$ cat config.mk
export PLATFORM = sky130hd
export DESIGN_NAME = alu_mc
export DESIGN_NICKNAME = d
export VERILOG_FILES = /design/src/rtl/alu_mc.sv
export SDC_FILE = /design/constraint.sdc
export NUM_CORES = 1
export LEC_CHECK = 0
export CAP_MARGIN = 20
export CORE_ASPECT_RATIO = 1.4
export CORE_UTILIZATION = 38
export CTS_CLUSTER_DIAMETER = 150
export DETAILED_ROUTE_END_ITERATION = 16
export PLACE_DENSITY_LB_ADDON = 0.3
export RECOVER_POWER = 100
export SLEW_MARGIN = 5
export SYNTH_ARGS = -nofsm -noshare
export SYNTH_HDL_FRONTEND = slang
export SYNTH_SLANG_ARGS = --single-unit
$ cat constraint.sdc
create_clock -name clk -period 7.8 [get_ports clk]
set_clock_uncertainty 0.15 [all_clocks]
set_input_delay 0.78 -clock clk [delete_from_list [all_inputs] [get_ports clk]]
set_output_delay 0.78 -clock clk [all_outputs]
set_load 0.01 [all_outputs]
$ cat src/rtl/alu_mc.sv
// Multi-cycle ALU: single-cycle ADD/SUB/AND/ORR/EOR/ADC plus iterative
// unsigned shift-add MUL and restoring UDIV behind a valid/ready/done handshake.
module alu_mc #(
  parameter int WIDTH = 32
) (
  input  logic             clk,
  input  logic             reset,
  input  logic             in_valid,
  output logic             in_ready,
  input  logic [2:0]       ALUControl,
  input  logic [WIDTH-1:0] a,
  input  logic [WIDTH-1:0] b,
  input  logic             cin,
  output logic [WIDTH-1:0] Result,
  output logic [WIDTH-1:0] ResultHi,
  output logic [3:0]       ALUFlags,
  output logic             done
);

  localparam int CW = $clog2(WIDTH) + 1;

  typedef enum logic [1:0] {S_IDLE, S_MUL, S_DIV} state_t;

  state_t           state_q, state_d;
  logic [CW-1:0]    cnt_q;
  logic [WIDTH-1:0] hi_q, lo_q, opa_q, opb_q;
  logic             dz_q;
  logic [WIDTH-1:0] result_q, result_hi_q;
  logic [3:0]       flags_q;
  logic             done_q;

  logic             accept, iterative, last_step;
  logic [WIDTH-1:0] b_eff, sc_res;
  logic             c_eff, sc_c, sc_v;
  logic [WIDTH:0]   sum;
  logic [WIDTH:0]   mul_sum, div_sh;
  logic [WIDTH-1:0] mul_hi, mul_lo, div_hi, div_lo, div_diff;
  logic             div_ge;
  logic [WIDTH-1:0] fin_hi, fin_lo;
  logic [3:0]       fin_flags;

  assign accept    = in_valid & in_ready;
  assign iterative = (ALUControl[2:1] == 2'b11);
  assign last_step = (cnt_q == CW'(1));

  // Shared adder for ADD/SUB/ADC; SUB is a + ~b + 1
  always_comb begin
    b_eff  = (ALUControl == 3'b001) ? ~b : b;
    c_eff  = (ALUControl == 3'b001) | ((ALUControl == 3'b101) & cin);
    sum    = {1'b0, a} + {1'b0, b_eff} + {{WIDTH{1'b0}}, c_eff};
    sc_res = sum[WIDTH-1:0];
    sc_c   = 1'b0;
    sc_v   = 1'b0;
    case (ALUControl)
      3'b000, 3'b001, 3'b101: begin
        sc_c = sum[WIDTH];
        sc_v = ~(a[WIDTH-1] ^ b_eff[WIDTH-1]) & (a[WIDTH-1] ^ sum[WIDTH-1]);
      end
      3'b010:  sc_res = a & b;
      3'b011:  sc_res = a | b;
      3'b100:  sc_res = a ^ b;
      default: sc_res = sum[WIDTH-1:0];
    endcase
  end

  // One iteration step; hi_q is partial product / remainder, lo_q is multiplier / quotient
  always_comb begin
    mul_sum  = {1'b0, hi_q} + (lo_q[0] ? {1'b0, opb_q} : {(WIDTH+1){1'b0}});
    mul_hi   = mul_sum[WIDTH:1];
    mul_lo   = {mul_sum[0], lo_q[WIDTH-1:1]};
    div_sh   = {hi_q, lo_q[WIDTH-1]};
    div_ge   = (div_sh >= {1'b0, opb_q});
    div_diff = div_sh[WIDTH-1:0] - opb_q;
    div_hi   = div_ge ? div_diff : div_sh[WIDTH-1:0];
    div_lo   = {lo_q[WIDTH-2:0], div_ge};
  end

  always_comb begin
    fin_lo    = div_lo;
    fin_hi    = div_hi;
    fin_flags = 4'b0000;
    if (state_q == S_MUL) begin
      fin_lo = mul_lo;
      fin_hi = mul_hi;
    end else if (dz_q) begin
      fin_lo = '0;
      fin_hi = opa_q;
    end
    fin_flags = dz_q && (state_q == S_DIV) ? 4'b0101
                                           : {fin_lo[WIDTH-1], (fin_lo == '0), 2'b00};
  end

  always_ff @(posedge clk) begin
    if (!reset) state_q <= S_IDLE;
    else        state_q <= state_d;
  end

  always_comb begin
    state_d = state_q;
    case (state_q)
      S_IDLE: if (accept && iterative) state_d = ALUControl[0] ? S_DIV : S_MUL;
      S_MUL, S_DIV: if (last_step) state_d = S_IDLE;
      default: state_d = S_IDLE;
    endcase
  end

  always_comb begin
    in_ready = (state_q == S_IDLE);
  end

  always_ff @(posedge clk) begin
    if (!reset) begin
      cnt_q       <= '0;
      hi_q        <= '0;
      lo_q        <= '0;
      opa_q       <= '0;
      opb_q       <= '0;
      dz_q        <= 1'b0;
      result_q    <= '0;
      result_hi_q <= '0;
      flags_q     <= 4'b0000;
      done_q      <= 1'b0;
    end else begin
      done_q <= 1'b0;
      if (accept) begin
        hi_q  <= '0;
        lo_q  <= a;
        opa_q <= a;
        opb_q <= b;
        dz_q  <= (b == '0);
        if (iterative) begin
          cnt_q <= CW'(WIDTH);
        end else begin
          result_q    <= sc_res;
          result_hi_q <= '0;
          flags_q     <= {sc_res[WIDTH-1], (sc_res == '0), sc_c, sc_v};
          done_q      <= 1'b1;
        end
      end else if (state_q != S_IDLE) begin
        if (state_q == S_MUL) begin
          hi_q <= mul_hi;
          lo_q <= mul_lo;
        end else begin
          hi_q <= div_hi;
          lo_q <= div_lo;
        end
        if (cnt_q != '0) cnt_q <= cnt_q - CW'(1);
        if (last_step) begin
          result_q    <= fin_lo;
          result_hi_q <= fin_hi;
          flags_q     <= fin_flags;
          done_q      <= 1'b1;
        end
      end
    end
  end

  assign Result   = result_q;
  assign ResultHi = result_hi_q;
  assign ALUFlags = flags_q;
  assign done     = done_q;

endmodule
Word-level counts from Yosys, hierarchy flattened

Index checks and enable logic that the tools add are counted.

Flip-flop bits (word level): 206
Input bits: 71
Output and inout bits: 70
Logic and storage cells: 99

Add/sub/neg operators: 5
Magnitude comparators: 1
Eq/ne operators: 13
Mux-type cells: 39
Bitwise gates (word level): 12
Reductions and logical operators: 18

Operators with widths:

| cell                | count |
|---|---|
| $mux 32             | 19 |
| $logic_not 32->1    | 3 |
| $pmux 32 s3         | 1 |
| $add 32x32->33      | 2 |
| $add 33x1->33       | 1 |
| $ge 33x32->1        | 1 |
| $and 32x32->32      | 1 |
| $not 32->32         | 1 |
| $or 32x32->32       | 1 |
| $sub 32x32->32      | 1 |
| $xor 32x32->32      | 1 |
| $mux 6              | 4 |
| $mux 4              | 5 |
| $reduce_bool 2->1   | 4 |
| $eq 3x2->1 const B  | 2 |
| $eq 3x3->1 const B  | 2 |
| $eq 6x1->1 const B  | 1 |
| $mux 1              | 6 |
| $mux 2              | 3 |
| $reduce_and 3->1    | 2 |
| $reduce_bool 6->1   | 1 |
| $sub 6x1->6 const B | 1 |
| $eq 2x2->1 const B  | 2 |
| $ne 2x1->1 const B  | 2 |
| other kinds (14)    | 21 |

Logic depth before layout (Yosys ltp)

Word-level depth: 9
Gate-level depth with buffers: 23
Depth with buffers taken out: 16

Worst setup path after synthesis

OpenSTA, ideal clock, no wires.

Path kind: input port to flip-flop
Start: in ALUControl[0]
End: reg flags_q[2] (netlist: ALUFlags[2])
Library setup time: 0.069 ns
Arrival time: 6.031 ns
Required time: 7.581 ns
Path slack: 1.550 ns
Stages: 23
Buffers on the path: 8
Cells stage by stage: buf_2 -> buf_2 -> buf_1 -> buf_1 -> buf_2 -> buf_2 -> and3_1 -> clkbuf_1 -> buf_2 -> xnor2_1 -> fa_1 -> fa_1 -> nor2b_1 -> o31ai_2 -> a21oi_2 -> a41oi_2 -> o31ai_1 -> xor2_1 -> o221ai_1 -> nor4b_2 -> nand4_1 -> or4_1 -> o21ai_1

Cells in the longest elaborated chain, start to end: 8
Elaborated cells on any way between the ends: 14
Those cells by class: 2 x add/sub; 5 x eq/ne; 4 x mux; 2 x bitwise; 1 x reduce/logical

Ends and longest elaborated chain:

| what                                         | line   | source |
|---|---|---|
| start, declared                              | 10     | `input logic [2:0] ALUControl,` |
| $eq 3x1->1 or $eq 3x3->1 (tied branches)     | 48, 49 |  |
| $mux 32 or $and 1x1->1 (tied branches)       | 48, 49 |  |
| $add 32x32->33 or $or 1x1->1 (tied branches) | 50, 49 |  |
| $add 33x1->33                                | 50     | `sum = {1'b0, a} + {1'b0, b_eff} + {{WIDTH{1'b0}}, c_eff};` |
| $pmux 32 s3 *                                | 54     | `case (ALUControl)` |
| $logic_not 32->1 *                           | 136    | `flags_q <= {sc_res[WIDTH-1], (sc_res == '0), sc_c, sc_v};` |
| $mux 4 *                                     | 131    | `if (iterative) begin` |
| $mux 4 *                                     | 125    | `if (accept) begin` |
| end signal, assigned                         | 136    |  |
| end signal, assigned                         | 151    | `flags_q <= fin_flags;` |
| end, declared                                | 29     | `logic [3:0] flags_q;` |

Mark *: on every way between the ends. The rest lies on a longest branch, timed or not. The select of a mux whose other input is x is not followed.
A chain may end at the register's enable or synchronous reset.

Final worst setup path

Start: reg state_q[1]
End: reg result_q[19] (netlist: Result[19])

Cells in the longest elaborated chain, start to end: 5
Elaborated cells on any way between the ends: 12
Those cells by class: 2 x eq/ne; 4 x mux; 1 x bitwise; 5 x reduce/logical

Ends and longest elaborated chain:

| what                   | line | source |
|---|---|---|
| start, declared        | 24   | `state_t state_q, state_d;` |
| start signal, assigned | 95   | `else state_q <= state_d;` |
| $eq 2x1->1             | 82   | `if (state_q == S_MUL) begin` |
| $mux 32                | 82   |  |
| $mux 32                | 148  | `if (last_step) begin` |
| $mux 32                | 139  | `end else if (state_q != S_IDLE) begin` |
| $mux 32                | 125  |  |
| end signal, assigned   | 134  | `result_q <= sc_res;` |
| end signal, assigned   | 149  | `result_q <= fin_lo;` |
| end, declared          | 28   | `logic [WIDTH-1:0] result_q, result_hi_q;` |

Several ways; a longest one is shown, not always the timed one. The select of a mux whose other input is x is not followed.

==> run summary <==
The class of the worst hold path is reg -> reg. The wire length of the first global-routing pass is roughly 94000 um. The share of the cycle needed by the critical path after routing came out at 0.853. The share of the synthesized area in the top cell type came out at 0.240. Setup violations remaining at the end of the flow were counted as 0. The checks that failed: max-capacitance violations, max-slew violations. The initial detailed-routing violation count came out at approximately 1200. The number of antenna violations at the first check in global routing is 1. For this run, the register share of the synthesized area comes to 0.240. The core outline area is 44400 um^2.

The static leakage power came out at approximately 8.3 nW. The worst reg2reg path depth is 9. The starting density of the core came out at 0.387. The minimum period implied by the final worst setup slack came out at roughly 6.6 ns.

The floorplan row count came out at about 90. The ratio of routed vias to standard cells came out at around 5.8. The setup fix buffers added after clock tree synthesis came out at 0. The synthesized design contains 206 register bits. The remaining antenna violation count after routing came out at 0.

During synthesis, Yosys emitted a total of 0 warnings. Dividing the detail-routed wire length by the instance count gives between 20 and 25 um. The overall die height came out at roughly 250 um. In the post-synthesis netlist, the biggest area contributors are sky130_fd_sc_hd__dfxtp_1, sky130_fd_sc_hd__ha_1, sky130_fd_sc_hd__nand2_1. The floorplan step set the die width to between 150 and 200 um. The total track usage came out at 0.261.

Of all nets on the critical path, the largest fanout is slightly above 50. The detailed router placed ~17000 vias in this run. The total count of max-transition violations in the final report was between 150 and 200.

For this run, design rule violations remaining after detail routing come to 0. Power comes to ~0.0049 W. The overall routed net length is a little over 60000 um. The hold buffer count at CTS is 0. The combinational fraction of design power is 0.472. The clock tree from TritonCTS is yes. The number of nets in the layout is roughly 2600. STA classifies the critical path endpoint as a flop.

The pin count of the biggest net entering global routing is 86. The endpoint identified for the worst register-to-register timing path is Result[19]$_SDFFE_PN0P_. During I/O placement, the number of pins put on the boundary was 141. The number of antenna cells inserted came out at 0. The share of synthesized flip-flops with an asynchronous set or reset is 0. The cell at the root of the clock tree is sky130_fd_sc_hd__clkbuf_16.

The maximum clock insertion buffer count is 3. The number of synthesized flops with an enable pin is 0. Setup slack on the worst reg-to-reg path comes out at 1.15 ns. Of the total power, registers draw 0.275. Based on the critical path, the design can be clocked at up to between 150 and 200 MHz. The worst hold path terminates at ResultHi[0]$_SDFFE_PN0P_. The share of the core filled with cells in the final layout is 0.446. The top flip-flop cell by instance count after synthesis is sky130_fd_sc_hd__dfxtp_1. The most common cell in the synthesized netlist is sky130_fd_sc_hd__nand2_1. The synthesized netlist net count came out at roughly 2600. In this run the cell area of the synthesized design comes to 17200 um^2. The number of violations of the max-capacitance limit is 4.

The maximum vdd drop came out at around 0.00016 V. At the later pin of the worst-skew pair, clock insertion delay measures between 0.5 and 0.6 ns. The switching power as a share of total power came out at 0.420.

The via count of the first global-routing pass is 16500. The net load switching power came out at around 0.0020 W. The power share of the clock group is 0.253. Dividing the synthesized area by the synthesized cell count gives approximately 7.4 um^2. The final non-filler cell area is slightly below 20000 um^2. Counting instances in the post-synthesis netlist gives the leading cell types as sky130_fd_sc_hd__nand2_1, sky130_fd_sc_hd__a21oi_1, sky130_fd_sc_hd__dfxtp_1. The share of cells above drive strength 1 came out at 0.0403. The post-DP HPWL is ~46000 um.

The startpoint of the worst-slack reg-to-reg timing path is state_q[1]$_SDFFE_PN0P_. The slew at the pin closest to its max-slew limit is around 2.6 ns. After global routing the overflow that remains totals 0. The worst setup path is launched from a flop. The count of clock tree sinks came out at between 200 and 250. STA puts the critical path data required time at approximately 8 ns. The cell count after synthesis came out at approximately 2300.

The internal power contribution is ~0.0028 W. The flow ran to the end, but the final reports show violations. The arrival time at the worst endpoint is 6.89 ns. Setup repair after global routing left no endpoint under its margin. The critical setup path kind is reg -> reg. The count of cell types in the netlist is between 70 and 80.

The full die area came out at roughly 46000 um^2. Relative to the synthesized area, the layout overhead comes to 15.1%. The number of endpoints with negative hold slack in the final report came out at 0.

After detailed placement, the total cell area comes to roughly 19000 um^2. The CTS H-tree depth is 1. The max-slew headroom at the worst pin is -0.746.

The cell accounting for the most synthesized area is sky130_fd_sc_hd__dfxtp_1. For this run, the detailed router's first-pass iteration total came to 5. At the end of routability-driven placement, the weighted congestion stood at approximately 0.97. Gates resized during post-CTS repair numbered 0. The post-route setup TNS is 0 ns. In this run, CTS created clock tree buffers numbering 24. The cell depth of the worst min-delay path came out at 2.

The port buffer count is 140. The start point of the worst min-delay path is ResultHi[0]$_SDFFE_PN0P_. In this run the power density over the cells is roughly 250 nW/um^2. The clock transition at the registers of the reported paths is approximately 0.060 ns.
metrics by stage:
stage / instances / worst slack [ns] / hold slack [ns]
after floorplan: 2312 / 1.55 / 0.283
after global placement: 2895 / 1.50 / 0.287
after detailed placement: 2895 / 1.33 / 0.295
after CTS: 2938 / 1.91 / 0.307
after global routing: 2939 / 0.841 / 0.320
final: 2939 / 1.15 / 0.297
placed cells by master (no fill, tap or decap), drive strengths merged, types with 33 or more instances in the layout:
master           n
inv            135
a21o            33
o21ai          119
a211oi          92
xor2            36
clkbuf          36
clkdlybuf4s50   67
xnor2           75
nand2          333
and2            53
a21oi          245
dfxtp          206
mux2i           77
nor2b           40
dlygate4sd3     71
a22oi           43
nor2           154
ha             164
critical path, cell delays in order, from the launching register on:
cell and delay, ns:
sky130_fd_sc_hd__dfxtp_1 0.33, sky130_fd_sc_hd__inv_1 0.11, sky130_fd_sc_hd__ha_1 0.15, sky130_fd_sc_hd__clkbuf_1 1.73, sky130_fd_sc_hd__and2_0 0.37, sky130_fd_sc_hd__clkbuf_1 1.83
sky130_fd_sc_hd__a21oi_4 0.29, sky130_fd_sc_hd__clkbuf_2 0.69, sky130_fd_sc_hd__a211oi_1 0.72, sky130_fd_sc_hd__nor3_1 0.08
area by class of cell:
cell class                 instances  area [um^2]
fill                            4576        24600
multi-input combinational       1830        12100
sequential                       206         4130
timing repair buffer             166         1570
tap                              558          698
clock buffer                      30          664
inverter                         136          513
clock inverter                    13          184
worst max-delay path by stage:
| stage | from | cells after the start | slack [ns] | to |
|---|---|---|---|---|
| 6_report | state_q[1]$_SDFFE_PN0P_ | 9 | 1.15 | Result[19]$_SDFFE_PN0P_ |
| 3_3_place_gp | ALUControl[1] | 18 | 1.50 | ALUFlags[2]$_SDFFE_PN0P_ |
| 3_5_place_dp | ALUControl[1] | 17 | 1.33 | ALUFlags[2]$_SDFFE_PN0P_ |
| 2_1_floorplan | ALUControl[0] | 23 | 1.55 | ALUFlags[2]$_SDFFE_PN0P_ |
| 4_1_cts | ALUControl[1] | 18 | 1.91 | ALUFlags[2]$_SDFFE_PN0P_ |
| 5_1_grt | state_q[1]$_SDFFE_PN0P_ | 9 | 0.84 | Result[19]$_SDFFE_PN0P_ |
registers in the layout, summed over array words and instances, names as in the netlist:
name	count
cnt_q	6
opb_q	32
lo_q	32
dz_q	1
opa_q	32
ALUFlags	4
state_q	2
Result	32
hi_q	32
ResultHi	32
done	1
logic make-up after synthesis:
kind of cell | synth area share
flip-flops | 0.240
XOR/XNOR | 0.0565
AND/OR/NAND/NOR | 0.195
AO/OA/AOI/OAI | 0.276
multiplexers | 0.0474
adder cells (fa/ha/maj) | 0.124
buffers and inverters | 0.0616
power by group through the flow:
| stage | logic, W | clock network, W | registers [W] |
|---|---|---|---|
| 2_1_floorplan | 0.00162 | 0 | 0.00132 |
| 3_3_place_gp | 0.00223 | 0 | 0.00136 |
| 3_5_place_dp | 0.00226 | 0 | 0.00136 |
| 4_1_cts | 0.00227 | 0.00125 | 0.00134 |
| 5_1_grt | 0.00252 | 0.00129 | 0.00135 |
| 6_report | 0.00229 | 0.00123 | 0.00134 |
per-layer routing:
layer | wire, um | track usage | vias to the layer above | share of wire
met3 | 3160 | 0.0228 | 108 | 0.051
li1 | - | - | 8364 | -
met2 | 29900 | 0.463 | 527 | 0.49
met1 | 25800 | 0.320 | 8134 | 0.42
met4 | 2500 | 0.112 | 0 | 0.041
met5 | 0 | 0 | - | 0
Note: power is estimated with default switching activity, not from simulation.
